<file path="config.mk">
export PLATFORM = sky130hd
export DESIGN_NAME = instr_fetch_fifo
export DESIGN_NICKNAME = d
export VERILOG_FILES = /design/src/rtl/instr_fetch_fifo.sv
export SDC_FILE = /design/constraint.sdc
export NUM_CORES = 1
export LEC_CHECK = 0
export BUFFER_PORTS_ARGS = -buffer_cell sky130_fd_sc_hd__buf_4
export CAP_MARGIN = 0
export CORE_AREA = 2 2 227 229
export DETAILED_ROUTE_END_ITERATION = 10
export DIE_AREA = 0 0 229 231
export PLACE_DENSITY = 0.7
export SYNTH_ARGS = -nofsm -noshare
export SYNTH_HDL_FRONTEND = slang
export SYNTH_SLANG_ARGS = --single-unit
</file>
<file path="constraint.sdc">
create_clock -name clk_i -period 6.8 [get_ports clk_i]
set_input_delay 1.02 -clock clk_i [delete_from_list [all_inputs] [get_ports clk_i]]
set_output_delay 1.02 -clock clk_i [all_outputs]
set_load 0.02 [all_outputs]
</file>
<file path="src/rtl/instr_fetch_fifo.sv">
// instr_fetch_fifo: instruction buffer between the fetch re-aligner and decode.
// Compacts up to INSTR_PER_FETCH valid lanes per cycle, in lane order, into a
// circular buffer and presents one instruction per cycle to decode.
// Optional feature: define INSTR_FIFO_BYPASS_EN to forward the lowest valid
// lane straight to the head outputs when the buffer is empty.
module instr_fetch_fifo #(
    parameter int DEPTH           = 8,
    parameter int INSTR_PER_FETCH = 2,
    parameter int VLEN            = 32
) (
    input  logic                              clk_i,
    input  logic                              rst_i,
    input  logic                              flush_i,
    input  logic [INSTR_PER_FETCH-1:0]        valid_i,
    input  logic [INSTR_PER_FETCH*VLEN-1:0]   addr_i,
    input  logic [INSTR_PER_FETCH*32-1:0]     instr_i,
    output logic                              ready_o,
    output logic                              valid_o,
    output logic [VLEN-1:0]                   addr_o,
    output logic [31:0]                       instr_o,
    output logic                              is_compressed_o,
    input  logic                              ready_i,
    output logic [$clog2(DEPTH):0]            count_o
);

    localparam int PW = $clog2(DEPTH);
    localparam int CW = PW + 1;
    localparam logic [CW-1:0] READY_MAX = CW'(DEPTH - INSTR_PER_FETCH);

    logic [VLEN-1:0] mem_addr  [DEPTH];
    logic [31:0]     mem_instr [DEPTH];

    logic [PW-1:0] rd_ptr;
    logic [PW-1:0] wr_ptr;
    logic [CW-1:0] count;

    logic                                  push_fire;
    logic                                  pop;
    logic                                  bypass_take;
    logic [INSTR_PER_FETCH-1:0]            lane_we;
    logic [INSTR_PER_FETCH-1:0][PW-1:0]    lane_off;
    logic [CW-1:0]                         n_store;
    logic                                  skip_pending;

    // ready only looks at registered occupancy so fetch sees no combinational path
    assign ready_o   = (count <= READY_MAX);
    assign push_fire = ready_o && (|valid_i) && !flush_i;
    assign pop       = (count != '0) && ready_i && !flush_i;
    assign count_o   = count;

`ifdef INSTR_FIFO_BYPASS_EN
    logic            bypass_act;
    logic [VLEN-1:0] byp_addr;
    logic [31:0]     byp_instr;

    assign bypass_act  = (count == '0) && push_fire;
    assign bypass_take = bypass_act && ready_i;

    // pick the lowest-index valid lane as the forwarded instruction
    always_comb begin
        byp_addr  = addr_i[VLEN-1:0];
        byp_instr = instr_i[31:0];
        for (int l = INSTR_PER_FETCH - 1; l >= 0; l--) begin
            if (valid_i[l]) begin
                byp_addr  = addr_i[l*VLEN +: VLEN];
                byp_instr = instr_i[l*32 +: 32];
            end
        end
    end

    // head comes from the bypass lane when empty, otherwise from storage
    always_comb begin
        valid_o = (count != '0) || bypass_act;
        addr_o  = mem_addr[rd_ptr];
        instr_o = mem_instr[rd_ptr];
        if (bypass_act) begin
            addr_o  = byp_addr;
            instr_o = byp_instr;
        end
    end
`else
    assign bypass_take = 1'b0;

    // head is purely registered state in this build
    always_comb begin
        valid_o = (count != '0);
        addr_o  = mem_addr[rd_ptr];
        instr_o = mem_instr[rd_ptr];
    end
`endif

    assign is_compressed_o = (instr_o[1:0] != 2'b11);

    // compact valid lanes into consecutive slots; a consumed bypass lane is skipped
    always_comb begin
        n_store      = '0;
        lane_we      = '0;
        lane_off     = '0;
        skip_pending = bypass_take;
        for (int l = 0; l < INSTR_PER_FETCH; l++) begin
            lane_off[l] = n_store[PW-1:0];
            if (push_fire && valid_i[l]) begin
                if (skip_pending) begin
                    skip_pending = 1'b0;
                end else begin
                    lane_we[l] = 1'b1;
                    n_store    = n_store + CW'(1);
                end
            end
        end
    end

    // entry storage; contents survive flush and reset, only pointers matter
    always_ff @(posedge clk_i) begin
        for (int l = 0; l < INSTR_PER_FETCH; l++) begin
            if (lane_we[l]) begin
                mem_addr[wr_ptr + lane_off[l]]  <= addr_i[l*VLEN +: VLEN];
                mem_instr[wr_ptr + lane_off[l]] <= instr_i[l*32 +: 32];
            end
        end
    end

    // pointer and occupancy update; reset beats flush, flush beats push/pop
    always_ff @(posedge clk_i) begin
        if (rst_i) begin
            rd_ptr <= '0;
            wr_ptr <= '0;
            count  <= '0;
        end else if (flush_i) begin
            rd_ptr <= '0;
            wr_ptr <= '0;
            count  <= '0;
        end else begin
            wr_ptr <= wr_ptr + n_store[PW-1:0];
            rd_ptr <= rd_ptr + PW'(pop);
            count  <= count + n_store - CW'(pop);
        end
    end

endmodule

</file>
# Word level (Yosys, flattened, before mapping)
# Memory sizes are Yosys's and may differ from the RTL's. A register that Yosys moved wholly into a read port is not among the register bits.
# Cells that the tools add are included.
[classes] order_cmp=1 mux=10 n_eq_ne=1 n_reduce_logical=10 addsub=6
[ops] cell="two-way mux 1 bit" count=7
[ops] cell="adder 3 bit" count=2
[ops] cell="logical AND 1 bit" count=6
[ops] cell="two-way mux 3 bit" count=2
[ops] cell="adder 4 x 1 -> 4 bit (second input constant)" count=1
[ops] cell="adder 4 bit" count=1
[ops] cell="<= comparator 4 x 3 -> 1 bit (second input constant)" count=1
[ops] cell="two-way mux 4 bit" count=1
[ops] cell="nonzero test 4 bit" count=1
[ops] cell="OR reduction 2 bit" count=2
[ops] cell="subtractor 4 x 1 -> 4 bit" count=1
[ops] cell="adder 3 x 1 -> 3 bit" count=1
[ops] cell="inequality test 2 bit (second input constant)" count=1
[ops] cell="logical NOT 1 bit" count=1
[totals] elab_cells=33 output_inout_bits=71 ramBits=512 reg_bits=10 in_bits=134 mem_count=2
[memory_table] name="mem_addr" depth=8 word_bits=32 read_ports=1 rd_clocked_by_memory_dff=1 write_ports=2 line="30" source="logic [VLEN-1:0] mem_addr [DEPTH];"
[memory_table] name="mem_instr" depth=8 word_bits=32 read_ports=1 rd_clocked_by_memory_dff=1 write_ports=2 line="31" source="logic [31:0] mem_instr [DEPTH];"

# Logic depth before layout (Yosys ltp)
[depth] depth_word=9 ltp_mapped=14

# Worst setup path after synthesis
# No wires, ideal clock.
[synth_path] path_type="input port to flip-flop" startpoint="input port flush_i" endpoint="memory mem_addr[5][0] (enable)" setup_ns=0.507 n_path_buf=1 stages=8 t_arrival_ns=5.618 slack_ns=0.675 required_time_ns=6.293 cell_sequence="a311oi_4 and2_1 ha_1 ha_1 clkbuf_1 nor2b_1 nand3_1 a21oi_1"
[synth_lines] element="from (decl)" line="13" source="input logic flush_i,"
[synth_lines] element="to (decl)" line="30"

==> qor.csv <==
metric;value;unit
run status;completed;
top_reg_cell synth;edfxtp_1;
setup TNS;0;ps
Netlist cell types;36;
Post-Syn Instances;1410;
Die X;229;um
synthesis-to-finish area growth;15.50;%
Post-synth ARST share;0;%
critical path required time;7140;ps
Max IR drop VDD;0.0001713;V
Worst Hold Depth;2;
vias post-DR;14230;
htree depth;2;
layout cell share with drive strength beyond 1;60.28;%
EDFF count, synth;512;
Netlist Area Pre-Place;26090;um^2
post_cts resized;0;
Initial Util;51.48;%
Slew Viols, Final;0;
crit path time final;4570;ps
MaxCap Viol Count;0;
worst hold path type;flip-flop to flip-flop;
clk sink count;522;
crit path max fanout;29;
Synth Warn #;0;
hold slack;709.4;ps
postcts setup bufs;0;
Final Cycle Share;67.21;%
top cell type's share of synthesized area;58.93;%
static leakage;9.889;nW
worst-margin pin slew;1096;ps
vias in the first global route;15200;
CTS tree;done;
Net count, final;1765;
WS Path Type;flip-flop to flip-flop;
Post-DRT Antenna Nets;0;
r2r endpoint;mem_instr[7][27];
final wirelength;64.74;mm
I/O pins;205;
first-pass GRT wire length;96.74;mm
first-pass detailed-route iteration total;5;
Buffers on Ports;204;
Crit path arrival time;4910;ps
flop2flop setup slack;2230;ps
hold_buf cts;0;
R2R depth;11;
CTS max path bufs;3;
Worst Hold Launch;wr_ptr[2];
RR Startpoint;count_o[2];
DRC;0;
clk root buf;clkbuf_16;
Setup crit start kind;flip-flop;
crit end category;flip-flop;
Core Area;50680;um^2
total CTS buffers;55;
Worst Skew;14.86;ps
Final Hold Vio Count;0;
post-synth top area cell;edfxtp_1;
CTS clk-pin slew, worst paths;60;ps
Total Routing Usage GR;24.73;%
Synth Net Count;1559;
FMAX;0.2188;GHz
drt wl/cell;27.76;um
share of the yosys chip area belonging to registers;59.70;%
initial antenna violation count;5;
Vias/cell;6.102;
Initial DRC Count;1149;
unrepaired setup endpoints after global routing;no;
total gr overflow;0;
syn avg cell area;18.50;um^2
Min-Delay Endpoint;wr_ptr[2];
flops & latches, synth;522;
Skew-Pair Late Insertion Delay;600;ps
most common cell after layout, fill and taps aside;mux2_2;
Core Rows;83;
chip height;231;um
commonest cells after routing, fill and taps aside;543 x mux2_2, 512 x edfxtp_1, 232 x buf_4;
die area;52900;um^2
final setup vio count;0;
PD cells;245.1;nW/um^2
largest net degree at the start of global routing;73;
detailed placement HPWL;35.45;mm
gp weighted congestion;0.7957;
slew margin rel.;26.74;%
main area contributors after synthesis;edfxtp_1 59%, mux2_2 23%, mux4_2 11%;
[power breakdown]
part | switching (mW) | total [mW] | leakage, nW | internal [mW]
registers | 0.0300 | 3.67 | 4.72 | 3.64
clock network | 1.19 | 2.85 | 0.809 | 1.66
logic | 0.436 | 0.862 | 4.36 | 0.426
total | 1.66 | 7.38 | 9.89 | 5.73
[Yosys cell counts (3+ instances only)]
| cell type | n |
|---|---|
| nand4_1 | 4 |
| nor2_1 | 13 |
| mux2_1 | 33 |
| ha_1 | 13 |
| edfxtp_1 | 512 |
| xnor2_1 | 4 |
| and2_1 | 7 |
| buf_4 | 12 |
| mux4_2 | 128 |
| mux2_2 | 543 |
| a31oi_1 | 3 |
| clkbuf_1 | 20 |
| a21oi_1 | 8 |
| buf_2 | 44 |
| dfxtp_1 | 10 |
| inv_1 | 11 |
| buf_1 | 12 |
| nand3_1 | 6 |
[metrics by stage]
stage | utilization [%] | cells | setup WS [ps] | cell area, um^2 | power (mW)
after detailed placement | 56.17 | 2239 | 1991 | 28470 | 4.603
after global placement | 56.17 | 2239 | 2079 | 28470 | 4.582
final | 59.46 | 2332 | 2230 | 30130 | 7.385
after CTS | 59.45 | 2329 | 2260 | 30130 | 7.444
after global routing | 59.45 | 2329 | 2026 | 30130 | 7.612
after floorplan | - | 1410 | 675.0 | 26090 | 4.250
[worst max-delay path by stage]
stage                    start          endpoint  slack, ps  depth (start not counted)
floorplan              flush_i    mem_addr[5][0]        680                          8
global placement       flush_i   mem_instr[1][1]       2080                         10
detailed placement     flush_i   mem_instr[1][6]       1990                         10
CTS                 count_o[3]  mem_instr[7][27]       2260                         12
global route        count_o[3]  mem_instr[7][27]       2030                         12
finish              count_o[2]  mem_instr[7][27]       2230                         11
[flip-flops by register name (all words and copies together), names as in the netlist]
register / flops
mem_addr: 256
mem_instr: 256
count_o: 4
rd_ptr: 3
wr_ptr: 3
[routing by layer]
layer | part of all wire [%] | wire, um | track usage (%)
met1 | 44 | 28790 | 35.33
met2 | 48 | 31040 | 39.83
met3 | 5.8 | 3772 | 4.311
met4 | 1.7 | 1084 | 5.925
met5 | 0.082 | 53 | 0
[cell families after synthesis]
group           count (synthesis)  share of synthesized area, %
fa+ha+maj                      15                        0.7769
xor+xnor                        6                        0.2014
compound gates                 15                        0.4365
mux                           704                         35.91
flops                         522                         59.70
simple gates                   49                         1.170
buf+inv                        99                         1.808
[area by class of cell]
type,instances,area [um^2]
fill,3920,20540
sequential,522,15590
multi-input combinational,789,10150
timing repair buffer,237,1842
clock buffer,69,1471
tap,680,850.8
clock inverter,21,188.9
inverter,11,41.29
antenna,3,7.507
[critical path, cell delays in order, from the launching register on]
cell      delay [ps]
dfxtp_1          380
ha_1             310
a21boi_2         130
a311oi_4         580
and2_1           250
ha_1             150
ha_1             190
xor2_1           280
nand4_1          280
nor2_4           720
buf_4            610
mux2_2           410
(Power assumes the default switching activity.)
